<file path="src/rtl/rst_seq_pkg.sv">
// Shared types and helpers for the reset sequencer.
package rst_seq_pkg;

    // Sequencer phases: wait for sync, hold, staggered release, running.
    typedef enum logic [1:0] {
        ST_ASSERT,
        ST_STRETCH,
        ST_RELEASE,
        ST_RUN
    } state_t;

    // Bits needed to hold 0..max_count; never less than one bit.
    function automatic int unsigned cnt_width(input int unsigned max_count);
        if (max_count == 0) begin
            return 1;
        end
        return int'($clog2(max_count + 1));
    endfunction

endpackage

</file>
<file path="src/rtl/rst_sync_chain.sv">
// Reset synchroniser: asserts asynchronously, deasserts after STAGES falling edges.
module rst_sync_chain #(
    parameter int unsigned STAGES = 2
) (
    input  logic clk,
    input  logic rst,
    output logic sync_out
);

    logic [STAGES-1:0] chain;

    // Shift ones in from the bottom once rst is gone; rst clears the whole chain.
    always_ff @(negedge clk or posedge rst) begin
        if (rst) begin
            chain <= '0;
        end else begin
            chain <= {chain[STAGES-2:0], 1'b1};
        end
    end

    assign sync_out = chain[STAGES-1];

endmodule

</file>
<file path="src/rtl/reset_sequencer.sv">
// Multi-domain reset sequencer: synchronise, stretch, then release domains
// one at a time with a fixed stagger. Software requests re-run the stretch.
module reset_sequencer
    import rst_seq_pkg::*;
#(
    parameter int unsigned NUM_OUT        = 4,
    parameter int unsigned SYNC_STAGES    = 2,
    parameter int unsigned STRETCH_CYCLES = 16,
    parameter int unsigned STAGGER_CYCLES = 4
) (
    input  logic               clk,
    input  logic               RST,
    input  logic               sw_rst_req,
    output logic [NUM_OUT-1:0] rst_n,
    output logic               seq_done
);

    localparam int unsigned STR_W = cnt_width(STRETCH_CYCLES);
    localparam int unsigned STG_W = cnt_width(STAGGER_CYCLES);
    localparam int unsigned IDX_W = cnt_width(NUM_OUT - 1);

    localparam logic [STR_W-1:0] STR_MAX  = STR_W'(STRETCH_CYCLES);
    localparam logic [STG_W-1:0] STG_MAX  = STG_W'(STAGGER_CYCLES);
    localparam logic [IDX_W-1:0] IDX_LAST = IDX_W'(NUM_OUT - 1);

    state_t             state, state_d;
    logic [NUM_OUT-1:0] rst_n_d;
    logic               seq_done_d;
    logic [STR_W-1:0]   str_cnt, str_cnt_d;
    logic [STG_W-1:0]   stg_cnt, stg_cnt_d;
    logic [IDX_W-1:0]   idx, idx_d;
    logic               sync_out;

    rst_sync_chain #(
        .STAGES(SYNC_STAGES)
    ) u_sync (
        .clk     (clk),
        .rst     (RST),
        .sync_out(sync_out)
    );

    // Next-state logic. The ASSERT edge that first sees the synchroniser high
    // already counts as the first stretch edge, so it shares the STRETCH step;
    // that keeps power-on and software-reset release timing on one formula.
    always_comb begin
        state_d    = state;
        rst_n_d    = rst_n;
        seq_done_d = seq_done;
        str_cnt_d  = str_cnt;
        stg_cnt_d  = stg_cnt;
        idx_d      = idx;

        if (state != ST_ASSERT && sw_rst_req) begin
            state_d    = ST_STRETCH;
            rst_n_d    = '0;
            seq_done_d = 1'b0;
            str_cnt_d  = '0;
            stg_cnt_d  = '0;
            idx_d      = '0;
        end else if (state == ST_STRETCH || (state == ST_ASSERT && sync_out)) begin
            if (str_cnt == STR_MAX) begin
                if (STAGGER_CYCLES == 0 || NUM_OUT == 1) begin
                    rst_n_d    = '1;
                    seq_done_d = 1'b1;
                    state_d    = ST_RUN;
                end else begin
                    rst_n_d   = NUM_OUT'(1);
                    idx_d     = IDX_W'(1);
                    stg_cnt_d = STG_W'(1);
                    state_d   = ST_RELEASE;
                end
            end else begin
                str_cnt_d = str_cnt + 1'b1;
                state_d   = ST_STRETCH;
            end
        end else begin
            case (state)
                ST_ASSERT: begin
                    rst_n_d    = '0;
                    seq_done_d = 1'b0;
                    str_cnt_d  = '0;
                    stg_cnt_d  = '0;
                    idx_d      = '0;
                end
                ST_RELEASE: begin
                    if (stg_cnt == STG_MAX) begin
                        rst_n_d   = rst_n | (NUM_OUT'(1) << idx);
                        stg_cnt_d = STG_W'(1);
                        if (idx == IDX_LAST) begin
                            seq_done_d = 1'b1;
                            state_d    = ST_RUN;
                        end else begin
                            idx_d = idx + 1'b1;
                        end
                    end else begin
                        stg_cnt_d = stg_cnt + 1'b1;
                    end
                end
                default: ;
            endcase
        end
    end

    // FSM state and output flops; RST clears them without a clock.
    always_ff @(negedge clk or posedge RST) begin
        if (RST) begin
            state    <= ST_ASSERT;
            rst_n    <= '0;
            seq_done <= 1'b0;
        end else begin
            state    <= state_d;
            rst_n    <= rst_n_d;
            seq_done <= seq_done_d;
        end
    end

    // Counters carry no reset; the FSM clears them on every ASSERT edge.
    always_ff @(negedge clk) begin
        str_cnt <= str_cnt_d;
        stg_cnt <= stg_cnt_d;
        idx     <= idx_d;
    end

endmodule
</file>
<file path="config.mk">
export PLATFORM = sky130hd
export DESIGN_NAME = reset_sequencer
export DESIGN_NICKNAME = d
export VERILOG_FILES = /design/src/rtl/rst_seq_pkg.sv /design/src/rtl/rst_sync_chain.sv /design/src/rtl/reset_sequencer.sv
export SDC_FILE = /design/constraint.sdc
export NUM_CORES = 1
export LEC_CHECK = 0
export CAP_MARGIN = 5
export CORE_MARGIN = 3
export CORE_UTILIZATION = 52
export DETAILED_ROUTE_END_ITERATION = 6
export DONT_BUFFER_PORTS = 1
export PLACE_DENSITY = 0.77
export SYNTH_ARGS = -nofsm -noshare
export SYNTH_HDL_FRONTEND = slang
export SYNTH_SLANG_ARGS = --single-unit
</file>
<file path="constraint.sdc">
create_clock -name clk -period 1.4 [get_ports clk]
set_input_delay 0.28 -clock clk [delete_from_list [all_inputs] [get_ports clk]]
set_output_delay 0.28 -clock clk [all_outputs]
set_load 0.02 [all_outputs]
</file>
* After elaboration in Yosys (flattened, before gate mapping)
Index checks and enable logic that the tools add are counted.
Storage, ports and cells: logic and storage cells 72, input bits 3, output and inout bits 5, flip-flop bits (word level) 19
Operators by class: equality and inequality tests 14, muxes and demuxes 28, shifts and indexed selects 1, add/sub/neg operators 3, reduce and logical (&&, ||, !) cells 18, bitwise operators 1
Operators with widths (number):
- 2-bit 2-to-1 mux | 10
- 4-bit 2-to-1 mux | 4
- 5-bit 2-to-1 mux | 3
- 3-bit nonzero test | 5
- 3-bit != test (second input constant) | 4
- 3-bit 2-to-1 mux | 3
- 4-bit one-hot mux with 2 select lines | 1
- 4-bit AND reduction | 2
- 3-bit one-hot mux with 2 select lines | 1
- 3-bit AND reduction | 2
- 5-bit by 1-bit adder with 5-bit output (second input constant) | 1
- 5-bit equality test (second input constant) | 1
- 2-bit equality test (second input constant) | 2
- 1-bit 2-to-1 mux | 4
- 2-bit != test (second input constant) | 2
- 4-bit != test (second input constant) | 1
- 4-bit bitwise OR | 1
- 2-bit one-hot mux with 2 select lines | 1
- 2-bit AND reduction | 2
- 2-bit nonzero test | 2
- 4-bit nonzero test | 1
- 1-bit by 2-bit left shift with 4-bit output (first input constant) | 1
- 3-bit by 1-bit adder with 3-bit output (second input constant) | 1
- 3-bit equality test (second input constant) | 1
- 8 further kinds | 9

* Longest topological paths before layout
word-level depth 6, depth in mapped cells 7, gate-level depth less buffers 6

* By module
Synthesis repeated with hierarchy kept, for this count alone.
Unflattened totals: cells, all modules 120, area total of the unflattened synthesis 1091.0 sq um
By module, submodules not included:
- reset_sequencer | sequential area each 375.4 sq um, area an instance 1033.5 sq um, instances 1, cells an instance 116
- rst_sync_chain | sequential area each 50.0 sq um, area an instance 57.6 sq um, instances 1, cells an instance 4

==> run metrics <==
clock sinks 19; Row Count 16; max-slew violations 0; Max-cap violations 0; area growth from synthesis to layout 33.4%; final core occ 0.746; via count roughly 1100; Clock Tree Root clkbuf_4; count leader, synth inv_1; DP HPWL ~2.1 mm; CTS max path bufs 2; sequential share of the synthesized area 0.380; Synth Register Bits 19; initial antenna violation count 0; Syn Area/Cell a little under 9 um2; Synth area leader dfrtn_1; via/cell ratio between 5 and 6; TritonCTS Buffers 3; Routed wire per std cell around 15 um; status finished with violations; Synth top cells by count 16 x inv_1, 13 x nor2_1, 10 x dfxtp_1, 10 x nand2_1, 9 x dfrtn_1; EDFF count, synth 0; Synth top area share 0.201; DRC Markers 0; Syn. warnings 0; FF-to-FF path depth 6; WHS a little over 0.3 ns; first-pass GRT wire length roughly 4.6 mm; post-route setup slack -0.440 ns; crit path kind reg2out; CP endpoint rst_n[0]; Synth Net Count between 100 and 150; Synth cell types 39; WP data arrival 1.56 ns; Worst R2R Setup Slack -0.02 ns; VDD IR max 642 uV; DRT iter0 DRCs 26; failing checks setup timing; Pwr per Cell Area about 730 mW/mm2; Clock Skews around 0.068 ns; Setup-failing EPs final 6; CP Data Required Time ~1.1 ns; die area roughly 0.0027 mm2; nature of the critical path endpoint primary output; ys async rst share 0.474; total gr overflow 0; I/O Pins 8; H-tree Lvls 1; Worst-path clk slew approximately 0.08 ns; reg-to-reg endpoint stg_cnt[2]; Pre-Repair DR Iteration Count 4; Starting Density 0.559; CP Max Fanout 2; die width 52.4 um; vias in the first global route between 1000 and 1500; Final #Nets 172; top_reg_cell synth dfxtp_1; IO Port Bufs 0; Critical Path Source rst_n[0]; final hold violations 0; CORE AREA between 0.002 and 0.0025 mm2; final WL between 2 and 3 mm; overall routing resource usage 0.231; worst r2r src str_cnt[0]; Critical Path Stages 0; Skew-Pair Late Insertion Delay 0.37 ns; Worst Hold Class reg2reg; die span in y 52.4 um; GPL Wtd Cong 0.880; leakage power total slightly above 0.6 nW; cells after synthesis 129; RSZ-0062 raised after global routing true; Startpoint Class register; Hold-fix buffers, CTS 0; Mapped Area between 0.001 and 0.0015 mm2; CTS tree built; Synth area leaders dfrtn_1 20%, dfxtp_1 18%, ha_1 8.9%, inv_1 5.4%, nor2_1 4.4%; # diodes 0; antenna viol nets, final 0; largest net degree at the start of global routing 17; layout cells sized above 1 0.344
metrics by stage:
stage                     setup TNS (ns)  power [mW]  cells  setup slack [ns]  instance area [um2]
after floorplan                    -3.47       0.699    129            -0.355                 1170
after global placement             -2.48       0.726    170            -0.258                 1320
after detailed placement           -2.68       0.731    170            -0.290                 1320
after CTS                          -2.50        1.09    186            -0.453                 1440
after global routing               -2.54        1.17    187            -0.467                 1490
final                              -2.15        1.09    187            -0.440                 1490
layout by cell type, fill, tap and decap left out, types with 2 or more instances in the layout:
cell and n:
xor2_1 2, dfxtp_1 6, a22oi_2 2, dfrtn_1 9
nor2_1 12, o22a_1 2, inv_2 3, or3_1 2
o21ai_0 4, nand2_1 9, o32ai_1 3, a21oi_2 2
dfxtp_2 4, ha_1 7, nand3_1 2, clkbuf_4 3
a21oi_1 4, a21boi_1 2, nand2b_1 2, buf_4 22
o21ai_1 2, inv_1 23, a211oi_2 3, nand4_1 3
layer usage:
| layer | vias to the layer above | track usage | share of wire |
|---|---|---|---|
| li1 | 513 | - | - |
| met1 | 497 | 0.269 | 0.40 |
| met2 | 43 | 0.390 | 0.50 |
| met3 | 13 | 0.0370 | 0.065 |
| met4 | 0 | 0.140 | 0.042 |
| met5 | - | 0 | 0 |
worst min-delay path by stage:
stage	from	endpoint	slack, ns	cells past startpoint
after floorplan	u_sync.chain[0]	u_sync.chain[1]	0.29	0
after global placement	u_sync.chain[0]	u_sync.chain[1]	0.30	0
after detailed placement	u_sync.chain[0]	u_sync.chain[1]	0.30	0
after CTS	u_sync.chain[0]	u_sync.chain[1]	0.31	0
after global routing	u_sync.chain[0]	u_sync.chain[1]	0.33	0
final	u_sync.chain[0]	u_sync.chain[1]	0.31	0
flip-flops by register name, indices dropped and copies added (netlist names):
| signal | flops |
|---|---|
| str_cnt | 5 |
| u_sync.chain | 2 |
| idx | 2 |
| rst_n | 4 |
| state | 2 |
| stg_cnt | 3 |
| seq_done | 1 |
cell type report:
cell class	instances	area [um2]
well taps	27	33.8
inverters	16	61.3
flip-flops and latches	19	430
clock buffers	3	22.5
multi-input cells	87	707
repair buffers	24	196
clock inverters	11	41.3
fillers	147	509
cell families after synthesis:
| logic type | after synthesis | synth area share |
|---|---|---|
| AND/OR/NAND/NOR | 40 | 0.187 |
| AO/OA/AOI/OAI | 35 | 0.227 |
| buffers and inverters | 23 | 0.0884 |
| flip-flops | 19 | 0.380 |
| adder cells (fa/ha/maj) | 8 | 0.0895 |
| XOR/XNOR | 2 | 0.0157 |
| other | 1 | 0.00335 |
| multiplexers | 1 | 0.00895 |
repair_timing:
action	CTS	global route
setup buffers	3	1
endpoints found under the setup margin	17	17
gates resized for setup	9	9
cloned	0	0
pin swaps	5	5
power breakdown:
| part | switching, mW | total, mW | internal, mW | leakage, nW |
|---|---|---|---|---|
| Clock | 0.251 | 0.393 | 0.143 | 0.0713 |
| Sequential | 0.0134 | 0.576 | 0.562 | 0.197 |
| Combinational | 0.0609 | 0.122 | 0.0616 | 0.354 |
| Total | 0.325 | 1.09 | 0.767 | 0.622 |
Note: power is estimated with default switching activity, not from simulation.
==> RTL change 1: new RTL, config.mk and constraints unchanged <==
The parameter `STRETCH_CYCLES` goes from 16 to 18.
--- a/src/rtl/reset_sequencer.sv
+++ b/src/rtl/reset_sequencer.sv
@@ -6,5 +6,5 @@
     parameter int unsigned NUM_OUT        = 4,
     parameter int unsigned SYNC_STAGES    = 2,
-    parameter int unsigned STRETCH_CYCLES = 16,
+    parameter int unsigned STRETCH_CYCLES = 18,
     parameter int unsigned STAGGER_CYCLES = 4
 ) (
Check against the original RTL: same outputs for any inputs over 10 cycles, from zero or initial values and one cycle with RST high; that may be too few to reach the edited logic, so the function may still have changed.
==> RTL change 1 against the unedited design <==
The flow still finishes with violations (setup timing); cell area is 13% higher; synthesized cell count is 5.4% lower; area after synthesis is 1.0% lower; power is 4.7% higher; clock skew is 0.011 ns higher; register-to-register slack worse by 0.05 ns; sequential cell count stayed put; wire length is 27% higher; sequential power hardly changed; count of clock-buffer cells in the layout is 1 higher; setup slack worse by 0.0034 ns; critical path type unchanged; largest cell class unchanged; largest power group unchanged.
==> RTL change 1: results (changes against the unedited design) <==
wl on met1=1434 microns (+30%); Non-Clock Buffer Count=34 (+42%); met2 WL post-DR=1917 microns (+39%); Fill cells=110 (-25%); layout cells sized above 1=47.27% (+13 points); Worst Reg2Reg Path Length in Cells=8 (+2); post-route setup slack=-0.4438 ns (-0.003442 ns); GP Congestion=0.8761 (-0.48%); status=complete, but fails checks; dpl cell area=1353 sq um (+2.2%); dpl hpwl=2056 microns (-1.2%); mux contribution to synthesized area=1.808% (+0.91 points); failing checks=setup timing; grt met3 use=3.725% (+0.021 points); syn_nets=133 (-5.0%); sequential power=0.577 mW (about the same); signal buffers share of area=16.68% (+3.5 points); met1 layer usage reported by global route=28.04% (+1.1 points); sequential area share after synthesis=38.42% (+0.39 points); first-pass GRT wire length=5085 microns (+11%); Resize count post-CTS=20 (+11); via/cell ratio=5.932 (+4.1%); wire length on met3=84 microns (-53%); WL final=3532 microns (+27%); First DRT Iteration DRCs=18 (-31%); top post-synthesis cells by area=dfrtn_1, dfxtp_1, ha_1, inv_1, a211oi_1; R2R Setup Slk=-0.07 ns (-0.05 ns); Finish-stage setup viols=12 (+6); commonest cells in the netlist=inv_1, dfxtp_1, dfrtn_1
[RTL change 1: worst max-delay path by stage]
| stage | from | cells after the start | endpoint | slack (ns) |
|---|---|---|---|---|
| after floorplan | sw_rst_req | 3 | rst_n[1] | -0.21 |
| after global placement | sw_rst_req | 3 | rst_n[2] | -0.28 |
| after detailed placement | sw_rst_req | 3 | rst_n[1] | -0.36 |
| after CTS | seq_done | 0 | seq_done | -0.44 |
| after global routing | seq_done | 0 | seq_done | -0.46 |
| final | seq_done | 0 | seq_done | -0.44 |
[RTL change 1: through the flow]
stage,TNS (ns),hold WS (ns),total power [mW],util [%],cells
CTS,-2.182,0.2997,1.105,76.96,186
floorplan,-1.566,0.2917,0.6932,-,122
global route,-3.006,0.3084,1.198,85.16,192
global placement,-2.874,0.2949,0.7291,68.24,171
finish,-2.452,0.2984,1.143,85.16,192
detailed placement,-3.151,0.2983,0.7340,68.24,171
==> RTL change 2: new RTL, same flow settings <==
Made on the original files. Encoding of `state_t`: now one-hot (4 bits for 4 states).
--- a/src/rtl/rst_seq_pkg.sv
+++ b/src/rtl/rst_seq_pkg.sv
@@ -3,9 +3,9 @@
 
     // Sequencer phases: wait for sync, hold, staggered release, running.
-    typedef enum logic [1:0] {
-        ST_ASSERT,
-        ST_STRETCH,
-        ST_RELEASE,
-        ST_RUN
+    typedef enum logic [3:0] {
+        ST_ASSERT  = 4'b0001,
+        ST_STRETCH = 4'b0010,
+        ST_RELEASE = 4'b0100,
+        ST_RUN     = 4'b1000
     } state_t;
 
Formal check against the unedited RTL: same outputs for any inputs over 10 cycles, from zero or initial values and one cycle with RST high; not proved beyond that.
==> RTL change 2 against the unedited design <==
The flow still finishes with violations (setup timing); power grew 7.1%; count of clock-buffer cells in the layout grew 1; cell area grew 21%; setup slack gained 0.014 ns; via count grew 12%; sequential cell count grew 2; area after synthesis grew 7.6%; wire length grew 32%.
==> RTL change 2: results (changes against the unedited design) <==
Place WS=-0.3127 ns (-0.02237 ns); Non-Filler Instances=202 (+8.0%); layout cells sized above 1=50.29% (+16 points); post-route setup slack=-0.4265 ns (+0.01391 ns); Setup TNS=-6.141 ns (-3.988 ns); sequential area share after synthesis=39.60% (+1.6 points); met2 WL post-DR=1743 microns (+27%); wl on met1=1650 microns (+49%); R2R Path Start=state[0]; First DRT Iteration DRCs=41 (+58%); wire length on met3=197 microns (+9.4%); Critical Path End=rst_n[2]; grt met3 use=4.986% (+1.3 points); first-pass GRT wire length=5554 microns (+21%); capturing point of the worst reg2reg path=str_cnt[0]; internal cell power=0.8099 mW (+5.6%); Placed Instances=181 (+6.5%); dpl cell area=1481 sq um (+12%); met2 Use GR=48.99% (+9.9 points); top post-synthesis cells by area=dfrtn_1, dfxtp_1, ha_1, a21oi_1, inv_1; P_leak=0.7853 nW (+26%); failing checks=setup timing; net switching power=0.3589 mW (+10%); clk_lat worst skew=0.40 ns (+0.03 ns); Synth Area in Compound Gates=18.19% (-4.5 points); post-DR wirelength/cell=18.20 microns (+22%); maximum vdd drop=751.6 uV (+17%); final hold slack=0.3135 ns (+0.007732 ns); Finish-stage setup viols=24 (+18); met1 layer usage reported by global route=32.88% (+6.0 points); dpl hpwl=2169 microns (+4.2%); P_clk=0.450 mW (+15%); status=complete, but fails checks; nets=187 (+8.7%); commonest cells in the netlist=dfrtn_1, dfxtp_1; ys async rst share=52.38% (+5.0 points); Synth Area in Adders=8.316% (-0.63 points); syn_nets=136 (-2.9%); Clock Skews=0.1080 ns (+0.04043 ns)
==> RTL change 2: cell types whose count changed after synthesis, sizes merged, moves of 3 or more <==
cell and change:
nor3 +4, inv -7, nor2 -5, a21oi +3
o32ai -3, o21ai -4, nand3b +4, a31oi +3
==> RTL change 2: repair_timing <==
action,CTS,global route
setup buffers,3,4
pin swaps,13,10
resized for setup,29,20
setup endpoints to repair,24,24
==> RTL change 2: cells by family (layout without fill, tap and decap cells) <==
family | count (synthesis) | in the layout
and+or+nand+nor | 50 | 50
other | 1 | 1
xor gates and xnor gates | 3 | 3
buffers and inverters | 13 | 63
adders and majority gates | 8 | 8
DFF | 21 | 21
AOI/OAI and AO/OA | 29 | 29
==> RTL change 2: cell type report <==
class,count,area (sq um)
Clock inverter,11,41.29
Multi-Input combinational cell,91,882.1
Inverter,8,30.03
Tap cell,27,33.78
Fill cell,96,271.5
Timing Repair Buffer,40,319.1
Clock buffer,4,26.28
Sequential cell,21,478.0
